===== src/rtl/fifo_rd_ctrl.sv =====
// rtl/fifo_rd_ctrl.sv - async FIFO read-side controller with two-entry FWFT output buffer
module fifo_rd_ctrl #(
    parameter int DATA_WIDTH = 8,
    parameter int ADDR_WIDTH = 3
) (
    input  logic                  i_clk,
    input  logic                  i_rst_n,
    input  logic [ADDR_WIDTH:0]   i_wr_ptr_gray,
    input  logic [DATA_WIDTH-1:0] i_ram_data,
    input  logic                  i_rd_ready,
    output logic [ADDR_WIDTH-1:0] o_rd_addr,
    output logic                  o_rd_fetch,
    output logic [ADDR_WIDTH:0]   o_rd_ptr_gray,
    output logic [DATA_WIDTH-1:0] o_data,
    output logic                  o_valid,
    output logic                  o_empty,
    output logic [ADDR_WIDTH:0]   o_level
);
    localparam int PW = ADDR_WIDTH + 1;

    logic [PW-1:0]         sync1_q, sync2_q;
    logic [PW-1:0]         rd_bin_q, rd_bin_d;
    logic [PW-1:0]         rd_gray_q;
    logic [PW-1:0]         wr_bin_sync;
    logic                  inflight_q, inflight_d;
    logic [DATA_WIDTH-1:0] out_data_q, out_data_d;
    logic                  out_valid_q, out_valid_d;
    logic [DATA_WIDTH-1:0] skid_data_q, skid_data_d;
    logic                  skid_valid_q, skid_valid_d;
    logic                  ram_empty;
    logic                  pop;
    logic                  fetch;
    logic [1:0]            used;

    always_comb begin
        wr_bin_sync = '0;
        for (int i = 0; i < PW; i++) begin
            wr_bin_sync[i] = ^(sync2_q >> i);
        end
    end

    assign ram_empty = (rd_bin_q == wr_bin_sync);
    assign pop       = out_valid_q && i_rd_ready;
    // Words already held or arriving next edge, after this cycle's pop; at most 2 can be parked.
    assign used      = {1'b0, out_valid_q} + {1'b0, skid_valid_q} + {1'b0, inflight_q} - {1'b0, pop};
    assign fetch     = !ram_empty && (used < 2'd2);

    always_comb begin
        rd_bin_d     = fetch ? rd_bin_q + 1'b1 : rd_bin_q;
        inflight_d   = fetch;
        out_data_d   = out_data_q;
        out_valid_d  = out_valid_q;
        skid_data_d  = skid_data_q;
        skid_valid_d = skid_valid_q;

        if (pop && skid_valid_q) begin
            out_data_d   = skid_data_q;
            out_valid_d  = 1'b1;
            skid_valid_d = inflight_q;
            if (inflight_q) begin
                skid_data_d = i_ram_data;
            end
        end else if (!out_valid_q || pop) begin
            out_valid_d = inflight_q;
            if (inflight_q) begin
                out_data_d = i_ram_data;
            end
        end else if (inflight_q) begin
            skid_data_d  = i_ram_data;
            skid_valid_d = 1'b1;
        end
    end

    always_ff @(posedge i_clk or negedge i_rst_n) begin
        if (!i_rst_n) begin
            sync1_q      <= '0;
            sync2_q      <= '0;
            rd_bin_q     <= '0;
            rd_gray_q    <= '0;
            inflight_q   <= 1'b0;
            out_data_q   <= '0;
            out_valid_q  <= 1'b0;
            skid_data_q  <= '0;
            skid_valid_q <= 1'b0;
        end else begin
            sync1_q      <= i_wr_ptr_gray;
            sync2_q      <= sync1_q;
            rd_bin_q     <= rd_bin_d;
            rd_gray_q    <= rd_bin_d ^ (rd_bin_d >> 1);
            inflight_q   <= inflight_d;
            out_data_q   <= out_data_d;
            out_valid_q  <= out_valid_d;
            skid_data_q  <= skid_data_d;
            skid_valid_q <= skid_valid_d;
        end
    end

    assign o_rd_addr     = rd_bin_q[ADDR_WIDTH-1:0];
    assign o_rd_fetch    = fetch;
    assign o_rd_ptr_gray = rd_gray_q;
    assign o_data        = out_data_q;
    assign o_valid       = out_valid_q;
    assign o_empty       = !out_valid_q;
    assign o_level       = wr_bin_sync - rd_bin_q;
endmodule


===== config.mk =====
export PLATFORM = sky130hd
export DESIGN_NAME = fifo_rd_ctrl
export DESIGN_NICKNAME = d
export VERILOG_FILES = /design/src/rtl/fifo_rd_ctrl.sv
export SDC_FILE = /design/constraint.sdc
export NUM_CORES = 1
export LEC_CHECK = 0
export ABC_CLOCK_PERIOD_IN_PS = 2850
export CORE_MARGIN = 2
export CORE_UTILIZATION = 48
export DETAILED_ROUTE_END_ITERATION = 12
export GPL_TIMING_DRIVEN = 0
export PLACE_DENSITY = 0.88
export SYNTH_ARGS = -nofsm -noshare
export SYNTH_HDL_FRONTEND = slang
export SYNTH_SLANG_ARGS = --single-unit

===== constraint.sdc =====
create_clock -name i_clk -period 2.85 [get_ports i_clk]
set_input_delay 0.7125 -clock i_clk [delete_from_list [all_inputs] [get_ports i_clk]]
set_output_delay 0.7125 -clock i_clk [all_outputs]
set_load 0.005 [all_outputs]

==> results of run 1 <==
power by group through the flow:
stage / logic (mW) / clock network [mW] / registers, mW
2_1_floorplan: 0.836 / 0 / 0.827
3_3_place_gp: 1.35 / 0 / 0.829
3_5_place_dp: 1.42 / 0 / 0.844
4_1_cts: 1.49 / 0.272 / 0.835
5_1_grt: 1.77 / 0.293 / 0.866
6_report: 1.62 / 0.267 / 0.841
Yosys cell counts:
library cell | count | share of area
nand2_2 | 1 | 0.0041
and4_4 | 1 | 0.0073
nor4_1 | 1 | 0.0041
inv_1 | 11 | 0.027
fa_1 | 1 | 0.013
o21ai_0 | 11 | 0.036
xnor2_2 | 1 | 0.011
ha_1 | 6 | 0.049
a21oi_2 | 1 | 0.0057
nor2_4 | 1 | 0.0073
xnor2_1 | 6 | 0.034
o21ai_1 | 1 | 0.0033
buf_2 | 1 | 0.0033
nand2_1 | 11 | 0.027
a21o_1 | 2 | 0.0098
a21oi_1 | 2 | 0.0065
o22ai_1 | 1 | 0.0041
dfrtp_1 | 34 | 0.55
mux2_2 | 8 | 0.059
nor2_1 | 1 | 0.0024
nand3_1 | 2 | 0.0065
xor2_1 | 7 | 0.040
nor3b_4 | 1 | 0.012
mux2i_1 | 10 | 0.065
a2bb2oi_2 | 1 | 0.0098
final cells by class:
| cell class | count | area [sq um] |
|---|---|---|
| clock inverters | 1 | 5.005 |
| inverters | 11 | 41.29 |
| well taps | 44 | 55.05 |
| multi-input cells | 77 | 715.7 |
| flip-flops and latches | 34 | 852.1 |
| repair buffers | 47 | 424.2 |
| fillers | 232 | 899.6 |
| plain buffers | 1 | 5.005 |
| clock buffers | 7 | 55.05 |
cells by family after synthesis:
group,synth area share
compound gates,0.07491
xor+xnor,0.08469
fa+ha+maj,0.06189
buf+inv,0.03013
flops,0.5537
mux,0.1238
simple gates,0.07085
per-stage QoR:
| stage | instance area, sq um | cells | hold slack, ns | setup slack, ns |
|---|---|---|---|---|
| detailed placement | 1947 | 203 | 0.3347 | -1.041 |
| global route | 2153 | 222 | 0.3661 | -0.1868 |
| CTS | 2091 | 219 | 0.3568 | -0.07887 |
| floorplan | 1536 | 123 | 0.3312 | 0.1819 |
| global placement | 1952 | 203 | 0.3334 | -0.9586 |
| finish | 2153 | 222 | 0.3545 | -0.05171 |
per-layer routing:
metal / vias to the layer above / GRT usage / routed length [microns]
met5: - / 0 / 0
met4: 0 / 0.08385 / 55
met3: 6 / 0.06183 / 140
met2: 26 / 0.3118 / 1607
met1: 531 / 0.2112 / 1240
li1: 523 / - / -
what timing repair did:
action	CTS	global route
gates cloned	0	0
pin swaps	11	7
buffers inserted	8	3
hold buffers	0	0
gates resized for setup	29	8
setup endpoints to repair	5	4
cells in the final DEF (no fill, tap or decap), types with 2 or more instances in the layout:
| master | n |
|---|---|
| buf_2 | 5 |
| nor2_4 | 2 |
| clkbuf_4 | 5 |
| mux2i_1 | 10 |
| o21ai_0 | 11 |
| dfrtp_1 | 33 |
| nand3_1 | 2 |
| inv_1 | 7 |
| ha_1 | 2 |
| a21o_1 | 2 |
| xnor2_1 | 5 |
| nand2_1 | 11 |
| inv_2 | 4 |
| clkdlybuf4s50_1 | 29 |
| ha_4 | 3 |
| xor2_1 | 6 |
| mux2_2 | 8 |
| xnor2_2 | 2 |
| buf_4 | 11 |
final timing paths:
kind,startpoint,end,slack [ns],cells after the start
max,sync2_q[2],o_level[3],-0.05,9
min,sync1_q[2],sync2_q[2],0.35,0
max reg2reg,sync2_q[2],o_rd_ptr_gray[0],0.48,10
min reg2reg,sync1_q[2],sync2_q[2],0.35,0
max in group asynchronous,i_rst_n,o_valid,1.92,1
min in group asynchronous,i_rst_n,sync1_q[0],0.43,1
registers in the layout, indices dropped and copies added (netlist names):
signal / flops
o_data: 8
skid_data_q: 8
rd_bin_q: 4
sync1_q: 4
sync2_q: 4
o_rd_ptr_gray: 3
inflight_q: 1
o_valid: 1
skid_valid_q: 1
critical path, cell delays in order, from the launching register on:
cell	delay [ns]
dfrtp_1	0.41
xor2_2	0.25
xnor2_2	0.16
xor2_1	0.19
ha_2	0.21
inv_1	0.04
a21o_1	0.16
a21oi_2	0.15
xnor2_1	0.14
buf_2	0.14
==> flow_metrics.py, run 1 <==
metrics = {
    "power_and_ir_drop": {
        "powerDensity_nw_per_um2": 1269,
        "p_int_mw": 1.715,
        "leakagePower_nw": 0.9928,
        "irDropWorstVdd_uv": 616.0,
        "p_sw_mw": 1.019,
        "seqPwrFrac": 0.308,
        "switching_share": 0.3727,
        "fin_total_pwr_mw": 2.733,
        "clkPwrFrac": 0.098,
        "power.share.combinational": 0.594,
    },
    "route": {
        "drcViolationCount": 0,
        "drt-vias-per-instance": 4.892,
        "postRouteAntennaNets": 0,
        "detail_route.wl_per_cell_microns": 13.71,
        "drt_first_pass_iters": 4,
        "drtIter0Drc": 28,
        "wl_microns": 3044,
        "vias": 1086,
    },
    "global_routing": {
        "grt_overflow_total": 0,
        "grt_max_degree": 35,
        "antenna_found_initial": 0,
        "grt_pass1_wl_microns": 4864,
        "grt_usage": 0.1841,
        "grt_pass1_vias": 1092,
    },
    "run_status": {
        "status": "finished, violations left",
        "violations": "negative setup slack",
    },
    "setup_path": {
        "cp_data_arrival_time_ns": 2.19,
        "worst_setup_path_end_kind": "output port",
        "critPathRequiredTime_ns": 2.14,
        "cp-start-kind": "register",
        "critPathMaxFanout": 2,
        "worstSetupPathType": "register to output port",
    },
    "cts": {
        "h-tree-depth": 2,
        "ctsLongestPathBuffers": 2,
        "clk_latency_ns": 0.32,
        "root_buffer": "clkbuf_4",
        "clk_pin_slew_ns": 0.09,
        "cts_tree": "yes",
        "clock_sinks": 34,
        "cts_buffers": 5,
    },
    "final_layout": {
        "final_util": 0.7053,
        "diodes": 0,
        "drive_gt1_frac": 0.3034,
        "nets": 199,
        "syn_to_final_growth_pct": 40.15,
    },
    "floorplan": {
        "rows": 20,
        "die_y_microns": 60.58,
        "core-area_sq_um": 3053,
        "ios": 37,
        "die_width_microns": 60.58,
        "initial_core_util": 0.5033,
        "die_area_sq_um": 3669,
    },
    "sta": {
        "relSlewSlack": 0.5256,
        "period_needed_ns": 2.902,
        "setup_tns_ns": -0.05171,
        "setup_violations": 1,
        "rsz0062_at_grt": "true",
        "tightest_slew_ns": 0.7116,
        "clock_skew_ns": 0.008989,
        "clock.fmax_ghz": 0.3446,
        "hold_violations": 0,
        "slew_viol_final": 0,
        "period_share": 1.018,
        "fin_ws_ns": -0.05171,
    },
    "hold_path": {
        "hold_class": "register to register",
    },
    "place": {
        "port_buffers": 36,
        "globalplace.congestion": 0.7577,
        "hpwlAfterDp_microns": 2087,
    },
    "synthesis": {
        "synthesis.area_sq_um": 1536,
        "syn-num-nets": 145,
        "netlist_instances": 123,
        "synth-seq-cells": 34,
        "yosys_warnings": 0,
        "synth_cell_types": 25,
        "ys_seq_area_frac": 0.5537,
        "syn_avg_cell_area_sq_um": 12.49,
    },
    "job": {
        "drv_cap": 0,
    },
}
Power figures use the tool's default switching activity.
==> inputs of run 2 (changes only) <==
--- a/config.mk
+++ b/config.mk
@@ -11,6 +11,7 @@
 export DETAILED_ROUTE_END_ITERATION = 12
 export GPL_TIMING_DRIVEN = 0
 export PLACE_DENSITY = 0.88
+export SKIP_CTS_REPAIR_TIMING = 1
 export SYNTH_ARGS = -nofsm -noshare
 export SYNTH_HDL_FRONTEND = slang
 export SYNTH_SLANG_ARGS = --single-unit
==> run 2 against run 1 <==
  * The run still ends with negative setup slack left
  * Power decreased by 5.4%
  * Highest routed layer is now met3
  * Via count decreased by 3.2%
  * Sequential cell count unchanged
  * Non-clock buffer count decreased by 5
  * Critical endpoint unchanged
  * Wire length decreased by 7.1%
  * Combinational power decreased by 9%
  * Design area decreased by 3.4%
  * Critical path depth unchanged
  * Count of clock-buffer cells in the layout unchanged
==> flow_metrics.py, run 2 (synthesized netlist as in run 1, its figures left out) <==
metrics = {
    "global_routing": {
        "grt_overflow_total": 0,
        "grt_max_degree": 35,
        "antenna_found_initial": 0,
        "grt_pass1_wl_microns": 4491,
        "grt_pass1_vias": 999,
        "grt_usage": 0.1709,
    },
    "sta": {
        "relSlewSlack": 0.5230,
        "fin_ws_ns": -0.07973,
        "rsz0062_at_grt": "true",
        "clock.fmax_ghz": 0.3413,
        "period_share": 1.028,
        "hold_violations": 0,
        "slew_viol_final": 0,
        "clock_skew_ns": 0.008036,
        "setup_violations": 2,
        "period_needed_ns": 2.930,
        "tightest_slew_ns": 0.7156,
    },
    "setup_path": {
        "cp_data_arrival_time_ns": 2.22,
        "r2r-end": "o_rd_ptr_gray[0]",
        "reg2regPathDepth": 9,
        "path_cells": "xor2_2 -> xnor2_2 -> xor2_1 -> ha_2 -> inv_1 -> a21o_1 -> a21oi_2 -> xnor2_1 -> buf_2",
        "worstSetupPathType": "register to output port",
        "critPathMaxStageDelay_ns": 0.42,
        "cp_top_family": "XOR/XNOR gates",
        "crit_buf_inv": 2,
        "rrSetupSlack_ns": 0.54,
        "worstReg2RegStart": "sync2_q[3]",
        "cp-start-kind": "register",
        "crit_path_top_delay_cell": "dfrtp_1",
        "critPathMaxFanout": 3,
        "critPathRequiredTime_ns": 2.14,
        "worst_setup_path_end_kind": "output port",
    },
    "power_and_ir_drop": {
        "fin_total_pwr_mw": 2.585,
        "leakagePower_nw": 0.9846,
        "irDropWorstVdd_uv": 545.8,
        "powerDensity_nw_per_um2": 1243,
    },
    "route": {
        "wl_microns": 2827,
        "detail_route.wl_per_cell_microns": 13.03,
        "drt-vias-per-instance": 4.843,
        "drtIter0Drc": 29,
        "vias": 1051,
        "drt_first_pass_iters": 4,
        "postRouteAntennaNets": 0,
        "drcViolationCount": 0,
    },
    "final_layout": {
        "layout_commonest_cell": "dfrtp_1",
        "final_util": 0.6811,
        "nets": 194,
        "syn_to_final_growth_pct": 35.34,
        "fin_cells": 217,
        "nFillCells": 238,
        "design_area_sq_um": 2079,
        "drive_gt1_frac": 0.2486,
        "diodes": 0,
        "final_cell_mix": "dfrtp_1, clkdlybuf4s50_1, nand2_1, o21ai_0, mux2i_1",
    },
    "hold_path": {
        "min_from": "sync1_q[2]",
        "worstHoldPathCells": 0,
        "hold_class": "register to register",
        "min_to": "sync2_q[2]",
    },
    "cts": {
        "cts_buffers": 5,
        "root_buffer": "clkbuf_4",
        "h-tree-depth": 2,
        "clock_sinks": 34,
        "cts_tree": "yes",
        "clk_pin_slew_ns": 0.09,
        "clk_latency_ns": 0.32,
        "ctsLongestPathBuffers": 2,
    },
    "floorplan": {
        "initial_core_util": 0.5033,
        "core-area_sq_um": 3053,
        "ios": 37,
        "rows": 20,
        "die_width_microns": 60.58,
        "die_y_microns": 60.58,
        "die_area_sq_um": 3669,
    },
    "place": {
        "dp.cells": 203,
        "port_buffers": 36,
        "hpwlAfterDp_microns": 2087,
        "dpl-instance-area_sq_um": 1947,
        "globalplace.congestion": 0.7577,
    },
    "run_status": {
        "status": "finished, violations left",
        "violations": "negative setup slack",
    },
    "job": {
        "drv_cap": 0,
    },
}
-- run 2: where the power goes --
group | leakage (nW) | switching (mW) | internal [mW]
Clock | 0.0353 | 0.147 | 0.120
Combinational | 0.550 | 0.659 | 0.820
Sequential | 0.400 | 0.149 | 0.690
-- run 2: cell type report --
| class | instances | area [sq um] | share of cell area |
|---|---|---|---|
| Buffer | 1 | 5.005 | 0.002407 |
| Clock buffer | 7 | 55.05 | 0.02647 |
| Clock inverter | 1 | 5.005 | 0.002407 |
| Inverter | 11 | 41.29 | 0.01986 |
| Multi-Input combinational cell | 77 | 680.7 | 0.3273 |
| Sequential cell | 34 | 852.1 | 0.4097 |
| Tap cell | 44 | 55.05 | 0.02647 |
| Timing Repair Buffer | 42 | 385.4 | 0.1853 |
-- run 2: stage by stage --
| step | TNS, ns | hold slack [ns] | setup slack [ns] |
|---|---|---|---|
| after floorplan | 0 | 0.3312 | 0.1819 |
| after global routing | -0.5813 | 0.3653 | -0.2114 |
| after CTS | -2.975 | 0.3568 | -1.061 |
| after global placement | -1.682 | 0.3334 | -0.9586 |
| after detailed placement | -2.689 | 0.3347 | -1.041 |
| final | -0.1039 | 0.3545 | -0.07973 |
-- run 2: per-layer routing --
layer  vias to the layer above  track usage  routed length [microns]
met2                        29       0.2888                     1485
li1                        519            -                        -
met1                       503       0.2064                     1168
met4                         0      0.07453                        0
met5                         -            0                        0
met3                         0      0.04478                      174
-- run 2: worst register-to-register path, cell delays in order, from the launching register on --
cell	delay (ns)
dfrtp_1	0.42
xor2_2	0.21
xnor2_2	0.23
xor2_1	0.18
ha_2	0.30
and4_4	0.18
nor2_4	0.15
buf_4	0.16
mux2i_1	0.25
xor2_1	0.17
-- run 2: how the worst max path moves through the flow --
stage | start | end | slack [ns] | cells after the start
final | sync2_q[3] | o_level[3] | -0.08 | 9
after global routing | sync2_q[3] | o_level[3] | -0.21 | 9
after CTS | i_rd_ready | o_rd_fetch | -1.06 | 10
after detailed placement | i_rd_ready | o_rd_fetch | -1.04 | 10
after global placement | i_rd_ready | o_rd_fetch | -0.96 | 10
after floorplan | i_rd_ready | o_rd_fetch | 0.18 | 8
